File: src/rtl/payment_pkg.sv
// Package: payment_pkg
// Shared types and helpers for the vending money/credit controller.
//   state_t      controller FSM states
//   COIN_VAL_DEF default packed coin values, ascending from channel 0
//                (5, 10, 25, 100)
//   coin_value() extracts one coin value from a packed coin-value vector
package payment_pkg;

    typedef enum logic [2:0] {
        IDLE,
        VEND,
        VEND_REL,
        CHANGE,
        CANCEL_HS
    } state_t;

    localparam int NUM_COIN_DEF = 4;
    localparam int PRICE_W_DEF  = 8;
    localparam logic [NUM_COIN_DEF*PRICE_W_DEF-1:0] COIN_VAL_DEF =
        {8'd100, 8'd25, 8'd10, 8'd5};

    // Widest packed coin-value vector coin_value() can take.
    localparam int COIN_PACK_MAX = 256;

    // Value of coin channel idx in a packed vector of priceW-bit entries.
    function automatic logic [31:0] coin_value(input logic [COIN_PACK_MAX-1:0] vals,
                                               input int priceW,
                                               input int idx);
        logic [COIN_PACK_MAX-1:0] shifted;
        logic [COIN_PACK_MAX-1:0] mask;
        shifted = vals >> (idx * priceW);
        mask    = (COIN_PACK_MAX'(1) << priceW) - COIN_PACK_MAX'(1);
        return 32'(shifted & mask);
    endfunction

endpackage

File: src/rtl/change_picker.sv
// Module: change_picker
// Combinational greedy selector: picks the largest coin whose value does
// not exceed the current balance.
//   balance     in   BAL_W     amount still owed to the customer
//   coinOneHot  out  NUM_COIN  one-hot channel of the chosen coin
//   coinAmt     out  BAL_W     value of the chosen coin
//   fits        out  1         a coin fits (0 when balance is below every coin)
module change_picker
    import payment_pkg::*;
#(
    parameter int NUM_COIN = 4,
    parameter int PRICE_W  = 8,
    parameter int BAL_W    = 10,
    parameter logic [NUM_COIN*PRICE_W-1:0] COIN_VAL = COIN_VAL_DEF
) (
    input  logic [BAL_W-1:0]    balance,
    output logic [NUM_COIN-1:0] coinOneHot,
    output logic [BAL_W-1:0]    coinAmt,
    output logic                fits
);

    logic [BAL_W-1:0] coinVals [NUM_COIN];

    for (genvar i = 0; i < NUM_COIN; i++) begin : g_coin_val
        assign coinVals[i] = BAL_W'(coin_value(COIN_PACK_MAX'(COIN_VAL), PRICE_W, i));
    end

    // Channels are ascending in value, so the last fitting channel in an
    // upward scan is the largest coin that fits.
    always_comb begin
        // NOTE: every combinational output gets a default before any branch,
        // so no path leaves it unassigned and no latch is inferred.
        coinOneHot = '0;
        coinAmt    = '0;
        fits       = 1'b0;
        for (int i = 0; i < NUM_COIN; i++) begin
            if (coinVals[i] != '0 && coinVals[i] <= balance) begin
                coinOneHot = NUM_COIN'(1) << i;
                coinAmt    = coinVals[i];
                fits       = 1'b1;
            end
        end
    end

endmodule

File: src/rtl/payment_ctrl.sv
// Module: payment_ctrl
// Money/credit controller for the vending datapath. Accumulates coins, or
// debits a credit balance, against the selected item price, runs a 4-phase
// vend handshake with inventory and pays out change coin-by-coin.
//   clk, rst      clock, synchronous active-high reset
//   price_tbl     packed price table, captured while rst=1
//   credit_init   starting credit, captured while rst=1
//   coin_in       coin sensor levels, one bit per channel
//   pay_credit    0 = pay cash, 1 = pay from credit (sampled in IDLE)
//   sel_idx       selected item; sel_valid qualifies a purchase
//   cancel_req    4-phase cancel request; cancel_ack its acknowledge
//   vend_req      4-phase dispense request; vend_ack its acknowledge
//   chg_ready     dispenser accepts a coin; chg_valid/chg_coin present it
//   coin_reject   1-cycle pulse for a coin that was not (fully) accepted
//   balance       cash balance; credit_bal credit balance
module payment_ctrl
    import payment_pkg::*;
#(
    parameter int NUM_ITEMS = 8,
    parameter int PRICE_W   = 8,
    parameter int BAL_W     = 10,
    parameter int NUM_COIN  = 4,
    parameter logic [NUM_COIN*PRICE_W-1:0] COIN_VAL = COIN_VAL_DEF,
    localparam int SEL_W    = $clog2(NUM_ITEMS)
) (
    input  logic                         clk,
    input  logic                         rst,
    input  logic [NUM_ITEMS*PRICE_W-1:0] price_tbl,
    input  logic [BAL_W-1:0]             credit_init,
    input  logic [NUM_COIN-1:0]          coin_in,
    input  logic                         pay_credit,
    input  logic [SEL_W-1:0]             sel_idx,
    input  logic                         sel_valid,
    input  logic                         cancel_req,
    input  logic                         vend_ack,
    input  logic                         chg_ready,
    output logic                         vend_req,
    output logic                         cancel_ack,
    output logic [NUM_COIN-1:0]          chg_coin,
    output logic                         chg_valid,
    output logic                         coin_reject,
    output logic [BAL_W-1:0]             balance,
    output logic [BAL_W-1:0]             credit_bal
);

    localparam int SUM_W = BAL_W + $clog2(NUM_COIN) + 1;
    localparam logic [BAL_W-1:0] BAL_MAX = '1;

    state_t             state;
    state_t             stateNext;
    logic [PRICE_W-1:0] priceTable [NUM_ITEMS];
    logic [BAL_W-1:0]   coinVals [NUM_COIN];
    logic [NUM_COIN-1:0] coinSync;
    logic [NUM_COIN-1:0] coinPrev;
    logic [NUM_COIN-1:0] coinEdge;
    logic [SUM_W-1:0]   coinSum;
    logic [SUM_W-1:0]   coinAdded;
    logic               selInRange;
    logic [BAL_W-1:0]   priceSel;
    logic               cancelPath;     // current CHANGE visit was started by cancel
    logic               payCredit;      // mode latched for the purchase in flight
    logic [NUM_COIN-1:0] pickCoin;
    logic [BAL_W-1:0]   pickAmt;
    logic               pickFits;

    logic [BAL_W-1:0]   balanceNext;
    logic [BAL_W-1:0]   creditNext;
    logic               vendReqNext;
    logic               cancelAckNext;
    logic               cancelPathNext;
    logic               payCreditNext;
    logic               coinRejectNext;

    for (genvar i = 0; i < NUM_COIN; i++) begin : g_coin_val
        assign coinVals[i] = BAL_W'(coin_value(COIN_PACK_MAX'(COIN_VAL), PRICE_W, i));
    end

    change_picker #(
        .NUM_COIN (NUM_COIN),
        .PRICE_W  (PRICE_W),
        .BAL_W    (BAL_W),
        .COIN_VAL (COIN_VAL)
    ) uPicker (
        .balance    (balance),
        .coinOneHot (pickCoin),
        .coinAmt    (pickAmt),
        .fits       (pickFits)
    );

    // Each rising sensor edge is one coin; simultaneous edges all count.
    assign coinEdge = coinSync & ~coinPrev;

    always_comb begin
        coinSum = '0;
        for (int i = 0; i < NUM_COIN; i++) begin
            if (coinEdge[i]) begin
                coinSum = coinSum + SUM_W'(coinVals[i]);
            end
        end
    end

    assign coinAdded  = SUM_W'(balance) + coinSum;
    assign selInRange = 32'(sel_idx) < NUM_ITEMS;
    assign priceSel   = selInRange ? BAL_W'(priceTable[sel_idx]) : '0;

    always_comb begin
        stateNext      = state;
        balanceNext    = balance;
        creditNext     = credit_bal;
        vendReqNext    = vend_req;
        cancelAckNext  = cancel_ack;
        cancelPathNext = cancelPath;
        payCreditNext  = payCredit;
        coinRejectNext = 1'b0;
        chg_valid      = 1'b0;
        chg_coin       = '0;

        // Coins are only taken in IDLE. An overflowing batch clamps the
        // balance at full scale and flags the excess as rejected.
        if (coinEdge != '0) begin
            if (state != IDLE) begin
                coinRejectNext = 1'b1;
            end else if (coinAdded > SUM_W'(BAL_MAX)) begin
                balanceNext    = BAL_MAX;
                coinRejectNext = 1'b1;
            end else begin
                balanceNext = BAL_W'(coinAdded);
            end
        end

        case (state)
            IDLE: begin
                if (cancel_req) begin
                    cancelPathNext = 1'b1;
                    stateNext      = CHANGE;
                end else if (sel_valid && selInRange) begin
                    // The check sees last cycle's balance; any coin landing
                    // this cycle only raises it, so the debit cannot underflow.
                    if (pay_credit && credit_bal >= priceSel) begin
                        creditNext    = credit_bal - priceSel;
                        payCreditNext = 1'b1;
                        vendReqNext   = 1'b1;
                        stateNext     = VEND;
                    end else if (!pay_credit && balance >= priceSel) begin
                        balanceNext   = balanceNext - priceSel;
                        payCreditNext = 1'b0;
                        vendReqNext   = 1'b1;
                        stateNext     = VEND;
                    end
                end
            end
            VEND: begin
                if (vend_ack) begin
                    vendReqNext = 1'b0;
                    stateNext   = VEND_REL;
                end
            end
            VEND_REL: begin
                if (!vend_ack) begin
                    if (!payCredit && balance != '0) begin
                        cancelPathNext = 1'b0;
                        stateNext      = CHANGE;
                    end else begin
                        stateNext = IDLE;
                    end
                end
            end
            CHANGE: begin
                // A residual smaller than every coin stays in the balance.
                if (balance == '0 || !pickFits) begin
                    stateNext     = cancelPath ? CANCEL_HS : IDLE;
                    cancelAckNext = cancelPath;
                end else if (chg_ready && !rst) begin
                    chg_valid   = 1'b1;
                    chg_coin    = pickCoin;
                    balanceNext = balance - pickAmt;
                end
            end
            CANCEL_HS: begin
                if (!cancel_req) begin
                    cancelAckNext  = 1'b0;
                    cancelPathNext = 1'b0;
                    stateNext      = IDLE;
                end
            end
            default: stateNext = IDLE;
        endcase
    end

    always_ff @(posedge clk) begin
        // NOTE: state is updated only with non-blocking assignments so every
        // register samples pre-edge values regardless of statement order.
        if (rst) begin
            state       <= IDLE;
            balance     <= '0;
            credit_bal  <= credit_init;
            vend_req    <= 1'b0;
            cancel_ack  <= 1'b0;
            coin_reject <= 1'b0;
            cancelPath  <= 1'b0;
            payCredit   <= 1'b0;
            coinSync    <= '0;
            coinPrev    <= '0;
            // NOTE: the price table is loaded under reset on purpose: reset
            // is its only capture window, the contents are held otherwise.
            for (int i = 0; i < NUM_ITEMS; i++) begin
                priceTable[i] <= price_tbl[i*PRICE_W +: PRICE_W];
            end
        end else begin
            state       <= stateNext;
            balance     <= balanceNext;
            credit_bal  <= creditNext;
            vend_req    <= vendReqNext;
            cancel_ack  <= cancelAckNext;
            coin_reject <= coinRejectNext;
            cancelPath  <= cancelPathNext;
            payCredit   <= payCreditNext;
            coinSync    <= coin_in;
            coinPrev    <= coinSync;
        end
    end

endmodule

File: config.mk
export PLATFORM = sky130hd
export DESIGN_NAME = payment_ctrl
export DESIGN_NICKNAME = d
export VERILOG_FILES = /design/src/rtl/payment_pkg.sv /design/src/rtl/change_picker.sv /design/src/rtl/payment_ctrl.sv
export SDC_FILE = /design/constraint.sdc
export NUM_CORES = 1
export LEC_CHECK = 0
export ABC_AREA = 1
export BUFFER_PORTS_ARGS = -buffer_cell sky130_fd_sc_hd__clkbuf_2
export CELL_PAD_IN_SITES_DETAIL_PLACEMENT = 1
export CELL_PAD_IN_SITES_GLOBAL_PLACEMENT = 2
export CORE_ASPECT_RATIO = 0.8
export CORE_UTILIZATION = 33
export CTS_CLUSTER_DIAMETER = 150
export DETAILED_ROUTE_END_ITERATION = 7
export PLACE_DENSITY_LB_ADDON = 0.08
export SLEW_MARGIN = 5
export SYNTH_ARGS = -nofsm -noshare
export SYNTH_HDL_FRONTEND = slang
export SYNTH_SLANG_ARGS = --single-unit
export TNS_END_PERCENT = 20
File: constraint.sdc
create_clock -name clk -period 4.8 [get_ports clk]
set_clock_uncertainty 0.2 [all_clocks]
set_input_delay 0.72 -clock clk [delete_from_list [all_inputs] [get_ports clk]]
set_output_delay 0.72 -clock clk [all_outputs]
set_load 0.01 [all_outputs]
==> metrics.cfg <==
[placed_design]
placement.io_buffers = 115
hpwlAfterDp_um = 15500
place.gp.congestion = 0.926

[clocking]
tritoncts = yes
cts.reportedPaths.clkPinSlew_ns = 0.07
cts-hold-fix-buffers = 0
clk_latency_ns = 0.35
cts_max_path_buffers = 2
cts.repair.resized = 0
cts_setup_buffers = 0
cts.htree.levels = 3
cts_buffers = 9
cts-root-buf = clkbuf_16
clock_sink_count = 100

[floorplan]
die_height_um = 126
dieArea_um2 = 19700
rows = 44
initial_utilization_pct = 34.2
die_w_um = 157
top_level_ports = 116
floorplan.core_area_um2 = 18400

[drt]
wl_um = 19900
num_vias = 5648
drt_pass1_iterations = 5
detail_route.vias_per_cell = 5.01
antenna_left = 0
detail_route.iter0.violations = 309
remaining_drc_errors = 0
routedWlPerCell_um = 17.6

[worst_hold_path]
whs_endpoint = coinPrev[2]
hold_path_depth = 2
min_from = coinSync[2]
min_path_type = reg -> reg

[sta]
max_freq_mhz = 223
fin_worst_hold_slack_ns = 0.239
setup_viol_count_final = 0
slew_headroom_pct = 35.8
final_min_period_over_clock_period_pct = 93.5
final-max-slew-violation-count = 0
worst-slew-pin-transition_ns = 0.952
minimum_clock_period_ns = 4.49
finalHoldViolCount = 0

[worst_setup_path]
rr_startpoint = coinSync[0]
crit_slowest_cell = ha_1
worstSetupStartpointType = flop
critical_path_class = reg -> reg
arrival_time_at_the_worst_endpoint_ns = 4.49
timing.critical_path.from = coinSync[0]
timing.reg2reg.setup_slack_ns = 0.31
r2r-end = balance[5]
crit_top_cell = ha_1
cpPeakStageDelay_ns = 0.36
critical_path.max_fanout = 5
endpoint_kind = flop
worst_r2r_path_depth = 26
cp_data_required_time_ns = 4.80

[finish]
layout-area-overhead-vs-synth_pct = 19.1
antenna-diode-count = 0
final_core_util_pct = 40.8
layout_cells_sized_above_1_pct = 22.9
final_nets = 1005

[outcome]
run_status = complete, no violations

[global_route]
globalRouteOverflowTotal = 0
grtUsageMet2_pct = 33.1
grt_start_max_net_pins = 69
antenna_violations_before_repair = 0
groute.layer.met1.usage_pct = 29.7
globalRoute.busiestLayer = met2
use_met3_pct = 4.65
grt_pass1_vias = 5915
globalRouteTotalUtil_pct = 21.1
grt_first_pass_wirelength_um = 31400

[pwr]
p_seq_share_pct = 26.9
power_leakage_uw = 0.00341
internal_power_uw = 2370
power.combinational.fraction_pct = 57.0
power.switching_fraction_pct = 48.1
p_per_area_nw_per_um2 = 608
fin_total_pwr_uw = 4570
p_sw_uw = 2200
irDropWorstVdd_mv = 0.236
clockPowerShare_pct = 16.1

[flow_run]
max_cap_violations = 0

[synthesis]
yosysUniqueCellTypes = 46
netlist_top_cells_count = nand2_1, nor2_1, edfxtp_1, inv_1, o21ai_0
synthMostInstantiatedCell = nand2_1
synth_area_per_cell_um2 = 8.39
ys_seq_elements = 100
synth_top_flop_cell = edfxtp_1
synth_largest_type_area_fraction_pct = 35.2
postSynthNetCount = 886
synthesis.area_um2 = 6310
synth.yosys.seq_area_share_pct = 43.4
synthesis.instances = 752
async_flop_share_pct = 0
synth_top_area_cell = edfxtp_1
yosysWarningCount = 0
synth_enable_flop_cells = 74
ys_top_cells_by_area = edfxtp_1, ha_1, dfxtp_1

[worst max path at each step]
| stage | to | slack [ns] | cells after the start |
|---|---|---|---|
| after floorplan | balance[8] | 0.71 | 27 |
| after global placement | balance[5] | 0.34 | 26 |
| after detailed placement | balance[5] | 0.19 | 26 |
| after CTS | balance[5] | 0.17 | 26 |
| after global routing | balance[5] | -0.004 | 24 |
| final | balance[5] | 0.31 | 26 |
[critical path, delay by kind of cell (launching register included)]
family | cells | cell delay [ns]
AOI/OAI and AO/OA | 6 | 0.89
xor gates and xnor gates | 1 | 0.24
buffers and inverters | 3 | 0.26
DFF | 1 | 0.31
and+or+nand+nor | 11 | 1.03
muxes | 1 | 0.27
adders and majority gates | 4 | 1.14
[metal layers]
layer	part of all wire [%]	wire [µm]	vias up
met5	0	0	-
met4	0.91	180	0
met3	4.7	943	18
met2	44	8760	131
met1	50	10000	2703
li1	-	-	2796
[cell families after synthesis]
logic type | Yosys count | share of synthesized area [%]
AND/OR/NAND/NOR | 331 | 24.2
flip-flops | 100 | 43.4
AO/OA/AOI/OAI | 148 | 13.1
multiplexers | 1 | 0.178
XOR/XNOR | 21 | 2.91
adder cells (fa/ha/maj) | 46 | 9.59
buffers and inverters | 105 | 6.54
[state kept, by name, indices dropped and copies added, names as in the netlist]
| name | cells |
|---|---|
| priceTable | 64 |
| coin_reject | 1 |
| credit_bal | 10 |
| vend_req | 1 |
| coinPrev | 4 |
| cancel_ack | 1 |
| balance | 10 |
| state | 3 |
| payCredit | 1 |
| coinSync | 4 |
| cancelPath | 1 |
[layout by cell type (no fill, tap or decap), types with 3 or more instances in the layout]
master,Yosys,layout
nand4_1,9,9
or2_2,7,7
clkbuf_2,0,114
o21ai_1,3,3
fa_1,4,4
a21oi_1,43,42
nor2_1,109,106
a21o_1,3,3
a31oi_1,6,6
o21ai_0,64,63
nand3_2,3,3
ha_1,42,42
o221ai_1,6,6
nor3_1,7,7
xnor2_1,11,11
dfxtp_1,26,26
clkbuf_16,0,9
a21oi_2,2,3
edfxtp_1,74,74
buf_4,1,9
nand2_4,4,4
nor2_2,5,7
xor2_1,10,10
inv_4,3,3
o22ai_1,13,13
nand2_1,130,130
nor2_4,5,6
nand2_2,8,8
inv_1,74,74
nand3_1,36,36
clkinv_4,0,3
inv_2,12,12
[cell type report]
| class | instances | area [µm²] |
|---|---|---|
| clock buffer | 10 | 229 |
| clock inverter | 5 | 63.8 |
| fill | 2238 | 10900 |
| inverter | 90 | 345 |
| multi-input combinational | 547 | 3180 |
| sequential | 100 | 2740 |
| tap | 253 | 317 |
| timing repair buffer | 123 | 638 |
[metrics by stage]
| stage | worst slack [ns] | setup TNS [ns] | instance area (µm²) | std cells |
|---|---|---|---|---|
| floorplan | 0.709 | 0 | 6310 | 752 |
| global placement | 0.340 | 0 | 7200 | 1113 |
| detailed placement | 0.190 | 0 | 7200 | 1113 |
| CTS | 0.172 | 0 | 7490 | 1128 |
| global route | -0.00370 | -0.00370 | 7520 | 1128 |
| finish | 0.314 | 0 | 7520 | 1128 |
[power by group through the flow]
stage	Sequential [µW]	Clock, µW	Combinational, µW
global placement	1250	0	2530
detailed placement	1250	0	2580
CTS	1230	761	2600
global route	1250	788	2930
finish	1230	736	2610
floorplan	1190	0	1810
Power figures use the tool's default switching activity.
